==> src/rtl/seq_detect_arbiter.sv <==
// Two-channel round-robin word serializer feeding a per-channel 010110 detector.
// Each channel keeps its own bit history, so interleaved words never form false matches.
module seq_detect_arbiter #(
   parameter int WORD_W = 8,
   parameter int CNT_W  = 8
) (
   input  logic              i_clk,
   input  logic              i_reset,
   input  logic              i_clr,
   input  logic              i_mode,
   input  logic              i_req0_valid,
   input  logic [WORD_W-1:0] i_req0_data,
   output logic              o_req0_ready,
   input  logic              i_req1_valid,
   input  logic [WORD_W-1:0] i_req1_data,
   output logic              o_req1_ready,
   output logic              o_busy,
   output logic              o_grant,
   output logic              o_match,
   output logic              o_match_src,
   output logic [CNT_W-1:0]  o_cnt0,
   output logic [CNT_W-1:0]  o_cnt1
);

   localparam int               BIT_W     = (WORD_W > 1) ? $clog2(WORD_W) : 1;
   localparam logic [BIT_W-1:0] LAST_BIT  = BIT_W'(WORD_W - 1);
   localparam logic [5:0]       PATTERN   = 6'b010110;
   localparam logic [2:0]       HIST_FULL = 3'd5;

   typedef enum logic {IDLE, SHIFT} state_t;

   state_t                  r_state;
   logic [WORD_W-1:0]       r_word;
   logic [BIT_W-1:0]        r_bit;
   logic                    r_mode;
   logic                    r_grant;
   logic                    r_busy;
   logic                    r_match;
   logic                    r_match_src;
   // Five previous bits per channel plus how many of them are real history.
   logic [1:0][4:0]         r_hist;
   logic [1:0][2:0]         r_len;
   logic [1:0][CNT_W-1:0]   r_cnt;

   logic       w_any;
   logic       w_pick;
   logic       w_accept;
   logic       w_shift;
   logic       w_bit;
   logic       w_hit;
   logic [4:0] w_hist;
   logic [2:0] w_len;

   always_comb begin
      w_any    = i_req0_valid | i_req1_valid;
      w_pick   = (i_req0_valid & i_req1_valid) ? ~r_grant : i_req1_valid;
      w_accept = i_reset & (r_state == IDLE) & w_any;
      w_shift  = (r_state == SHIFT);
      w_bit    = r_word[WORD_W-1];
      w_hist   = r_hist[r_grant];
      w_len    = r_len[r_grant];
      // A bit arriving alongside clr opens a fresh history, so it can never complete a match.
      w_hit    = w_shift & ~i_clr & (w_len == HIST_FULL) & ({w_hist, w_bit} == PATTERN);
   end

   always_ff @(posedge i_clk or negedge i_reset) begin
      if (!i_reset) begin
         r_state     <= IDLE;
         r_word      <= '0;
         r_bit       <= '0;
         r_mode      <= 1'b0;
         r_grant     <= 1'b1;
         r_busy      <= 1'b0;
         r_match     <= 1'b0;
         r_match_src <= 1'b0;
         r_hist      <= '0;
         r_len       <= '0;
         r_cnt       <= '0;
      end else begin
         r_match     <= w_hit;
         r_match_src <= w_hit & r_grant;

         case (r_state)
            IDLE: begin
               if (w_accept) begin
                  r_state <= SHIFT;
                  r_busy  <= 1'b1;
                  r_grant <= w_pick;
                  r_word  <= w_pick ? i_req1_data : i_req0_data;
                  r_mode  <= i_mode;
                  r_bit   <= '0;
               end
            end
            SHIFT: begin
               r_word <= r_word << 1;
               r_bit  <= r_bit + BIT_W'(1);
               if (r_bit == LAST_BIT) begin
                  r_state <= IDLE;
                  r_busy  <= 1'b0;
               end
            end
            default: r_state <= IDLE;
         endcase

         if (i_clr) begin
            r_hist <= '0;
            r_len  <= '0;
            if (w_shift) begin
               r_hist[r_grant] <= {4'b0000, w_bit};
               r_len[r_grant]  <= 3'd1;
            end
         end else if (w_shift) begin
            if (w_hit && r_mode) begin
               r_hist[r_grant] <= '0;
               r_len[r_grant]  <= '0;
            end else begin
               r_hist[r_grant] <= {w_hist[3:0], w_bit};
               if (w_len != HIST_FULL)
                  r_len[r_grant] <= w_len + 3'd1;
            end
         end

         if (i_clr)
            r_cnt <= '0;
         else if (w_hit && (r_cnt[r_grant] != {CNT_W{1'b1}}))
            r_cnt[r_grant] <= r_cnt[r_grant] + CNT_W'(1);
      end
   end

   assign o_req0_ready = w_accept & ~w_pick;
   assign o_req1_ready = w_accept &  w_pick;
   assign o_busy       = r_busy;
   assign o_grant      = r_grant;
   assign o_match      = r_match;
   assign o_match_src  = r_match_src;
   assign o_cnt0       = r_cnt[0];
   assign o_cnt1       = r_cnt[1];

endmodule

==> config.mk <==
export PLATFORM = sky130hd
export DESIGN_NAME = seq_detect_arbiter
export DESIGN_NICKNAME = d
export VERILOG_FILES = /design/src/rtl/seq_detect_arbiter.sv
export SDC_FILE = /design/constraint.sdc
export NUM_CORES = 1
export LEC_CHECK = 0
export CORE_ASPECT_RATIO = 1.4
export CORE_UTILIZATION = 53
export DETAILED_ROUTE_END_ITERATION = 10
export GPL_ROUTABILITY_DRIVEN = 0
export PLACE_DENSITY_LB_ADDON = 0.15
export SYNTH_ARGS = -nofsm -noshare
export SYNTH_HDL_FRONTEND = slang
export SYNTH_SLANG_ARGS = --single-unit
==> constraint.sdc <==
create_clock -name i_clk -period 3.85 [get_ports i_clk]
set_input_delay 0.77 -clock i_clk [delete_from_list [all_inputs] [get_ports i_clk]]
set_output_delay 0.77 -clock i_clk [all_outputs]
set_load 0.005 [all_outputs]
==> flow_summary_export.csv <==
group,metric,value,unit
cts,cts_buffers,5,
die,initial_core_util,55.6,%
sta,tightest_slew,0.720,ns
route,drc,0,
setup_path,worst_ep_arrival_time,2.35,ns
sta,skew,0.0114,ns
setup_path,critPathRequiredTime,3.08,ns
layout,area_delta_synth_final,24.3,%
cts,ctsResizeCount,0,
placed_design,dp_hpwl,4040,um
setup_path,critPathKind,"flop to output port",
cts,cts_hold_buf,0,
yosys,synthesis.instances,266,
sta,fin_crit,3.12,ns
global_route,first_global_vias,2182,
yosys,ys_warn_count,0,
pwr,peakVddDrop,491,uV
route,vias,2181,
die,die_area,5080,sq um
global_route,overflow,0,
layout,n_antenna_cell,0,
sta,slew_viol_final,0,
sta,fin_crit_sh,80.9,%
pwr,power.share.switching,32.5,%
yosys,yosys_most_used_dff,"dfrtp_1",
route,firstDrtPassIters,4,
yosys,yosysSeqAreaShare,48.3,%
cts,cts.sinks,49,
cts,h-tree-depth,2,
layout,drive_gt1_share,7.44,%
setup_path,cp_max_fo,30,
setup_path,end_kind,"output port",
job,maxCapViolCount,0,
sta,hold_violations,0,
die,core,4570,sq um
die,fp.dieH,84.0,um
global_route,antenna_found_initial,0,
die,pin_count,44,
route,viasPerCell,5.88,
worst_hold_path,hold_path.class,"flop to flop",
layout,fillCellCount,388,
route,wl_per_cell,15.4,um
cts,postCtsSetupRepairBufs,0,
cts,clock_latency,0.31,ns
pwr,sequentialPowerShare,45.0,%
yosys,synth_area_per_cell,9.56,sq um
sta,rsz0062_at_grt,"false",
cts,clockBufferDepth,2,
cts,cts_tree,"built",
sta,timing.fmax,321,MHz
die,die_w,60.5,um
yosys,synth.distinct_cells,46,
cts,clk_pin_slew,0.08,ns
yosys,synth_fp_nets,293,
route,initialDrtViolationCount,156,
pwr,p_per_area,507,nW/um^2
route,ant_nets,0,
pwr,internal_power,1080,uW
route,drt-total-wl,5710,um
sta,tns,0,ns
run_status,run_status,"completed",
pwr,clockPowerShare,26.6,%
die,rows,29,
pwr,pwr-share-comb,28.4,%
yosys,ys_async_sr_fraction,100,%
cts,clockRootBuffer,"clkbuf_8",
sta,final-setup-viol-count,0,
yosys,ys_seq_elements,49,
pwr,p_leak,0.00134,uW
placed_design,portBuffers,43,
global_route,grt_use_total,25.0,%
global_route,grt_pass1_wl,9670,um
yosys,syn_area,2540,sq um
pwr,power.total,1600,uW
setup_path,start_kind,"flop",
global_route,grt_max_degree,52,
sta,slew_headroom,51.7,%
pwr,switchingPower,521,uW
layout,fin_nets,335,
yosys,synth-edff-count,0,
## worst max-delay path, cell delays in order, from the launching register on
cell and delay (ns):
dfstp_2 0.90, inv_1 0.28, a21oi_1 0.18, buf_4 0.17, clkdlybuf4s50_1 0.51
## worst paths after layout
kind / from / endpoint / depth (start not counted) / slack, ns
worst min-delay path: r_word[0]$_DFFE_PN0P_ / r_word[0]$_DFFE_PN0P_ / 2 / 0.50
worst max register to register: o_grant$_DFFE_PN1P_ / o_cnt0[5]$_DFFE_PN0P_ / 7 / 0.75
min in group asynchronous: i_reset / o_cnt0[2]$_DFFE_PN0P_ / 2 / 0.59
max in group asynchronous: i_reset / r_word[6]$_DFFE_PN0P_ / 2 / 2.82
worst max-delay path: o_grant$_DFFE_PN1P_ / o_req0_ready / 4 / 0.73
worst min register to register: r_word[0]$_DFFE_PN0P_ / r_word[0]$_DFFE_PN0P_ / 2 / 0.50
## synth_stat cells (2+ instances only)
| cell type | number | share of area (%) |
|---|---|---|
| o32ai_1 | 3 | 1.0 |
| xnor2_1 | 3 | 1.0 |
| a22oi_1 | 16 | 4.7 |
| mux2i_1 | 9 | 3.5 |
| nand4b_1 | 2 | 0.69 |
| nor2_1 | 16 | 2.4 |
| ha_1 | 5 | 2.5 |
| o21ai_0 | 14 | 2.8 |
| a31o_2 | 2 | 0.69 |
| nand3_1 | 4 | 0.79 |
| dfrtp_1 | 48 | 47 |
| o2bb2ai_1 | 2 | 0.69 |
| nand3b_1 | 4 | 1.2 |
| or3_1 | 5 | 1.2 |
| inv_1 | 9 | 1.3 |
| nand2_1 | 47 | 6.9 |
| nand4_1 | 3 | 0.74 |
| nor3_1 | 5 | 0.98 |
| nor2b_1 | 4 | 0.98 |
| mux2_2 | 5 | 2.2 |
| nor4bb_1 | 2 | 0.79 |
| a2bb2oi_1 | 3 | 1.0 |
| a22o_1 | 4 | 1.4 |
| a211o_1 | 2 | 0.69 |
| clkbuf_1 | 10 | 1.5 |
| a21oi_1 | 19 | 3.7 |
## cell usage in the layout (no fill, tap or decap), types with 2 or more instances in the layout
cell type	count
a211o_1	2
a21oi_1	19
a22o_1	4
a22oi_1	16
a2bb2oi_1	3
a31o_2	2
buf_4	5
bufinv_16	2
clkbuf_8	5
clkdlybuf4s50_1	42
dfrtp_1	48
ha_1	5
inv_1	9
mux2_2	5
mux2i_1	9
nand2_1	47
nand3_1	4
nand3b_1	4
nand4_1	3
nand4b_1	2
nor2_1	16
nor2b_1	4
nor3_1	5
nor4bb_1	2
o21ai_0	14
o2bb2ai_1	2
o32ai_1	3
or3_1	5
xnor2_1	3
## layer usage
metal | vias to the layer above | GRT usage (%) | routed length, um
li1 | 1043 | - | -
met1 | 1045 | 30.3 | 2380
met2 | 76 | 41.7 | 2930
met3 | 17 | 4.19 | 219
met4 | 0 | 12.0 | 181
met5 | - | 0 | 0
## power by group through the flow
| stage | logic, uW | registers (uW) | clock network (uW) |
|---|---|---|---|
| floorplan | 360 | 670 | 0 |
| global placement | 441 | 723 | 0 |
| detailed placement | 456 | 726 | 0 |
| CTS | 456 | 718 | 439 |
| global route | 509 | 734 | 462 |
| finish | 455 | 721 | 427 |
## flip-flops by register name, indices dropped and copies added (netlist names), 3 cells and up
register  count
r_len         6
r_word        8
r_bit         3
o_cnt0        8
r_hist       10
o_cnt1        8
## stage by stage
stage          utilization, %  std cells  setup slack [ns]  area (sq um)  hold WS (ns)
3_3_place_gp             66.2        363             0.880          3030         0.470
2_1_floorplan               -        266             0.626          2540         0.440
3_5_place_dp             66.2        363             0.760          3030         0.476
5_1_grt                  69.1        371             0.576          3160         0.530
6_report                 69.1        371             0.734          3160         0.496
4_1_cts                  69.1        371             0.731          3160         0.495
## layout make-up
class	instances	area (sq um)	share of cell area, %
Clock buffer	5	68.8	2.18
Multi-Input combinational cell	195	1220	38.7
Timing Repair Buffer	48	463	14.7
Inverter	9	33.8	1.07
Tap cell	62	77.6	2.46
Sequential cell	49	1230	38.9
Clock inverter	3	65.1	2.06
## cell families (layout without fill, tap and decap cells)
group | count (synthesis) | after routing | synth area share (%)
compound gates | 72 | 72 | 18.9
xor+xnor | 3 | 3 | 1.03
fa+ha+maj | 5 | 5 | 2.46
buf+inv | 22 | 65 | 3.59
flops | 49 | 49 | 48.3
mux | 14 | 14 | 5.76
simple gates | 101 | 101 | 19.9
Note: power is estimated with default switching activity, not from simulation.
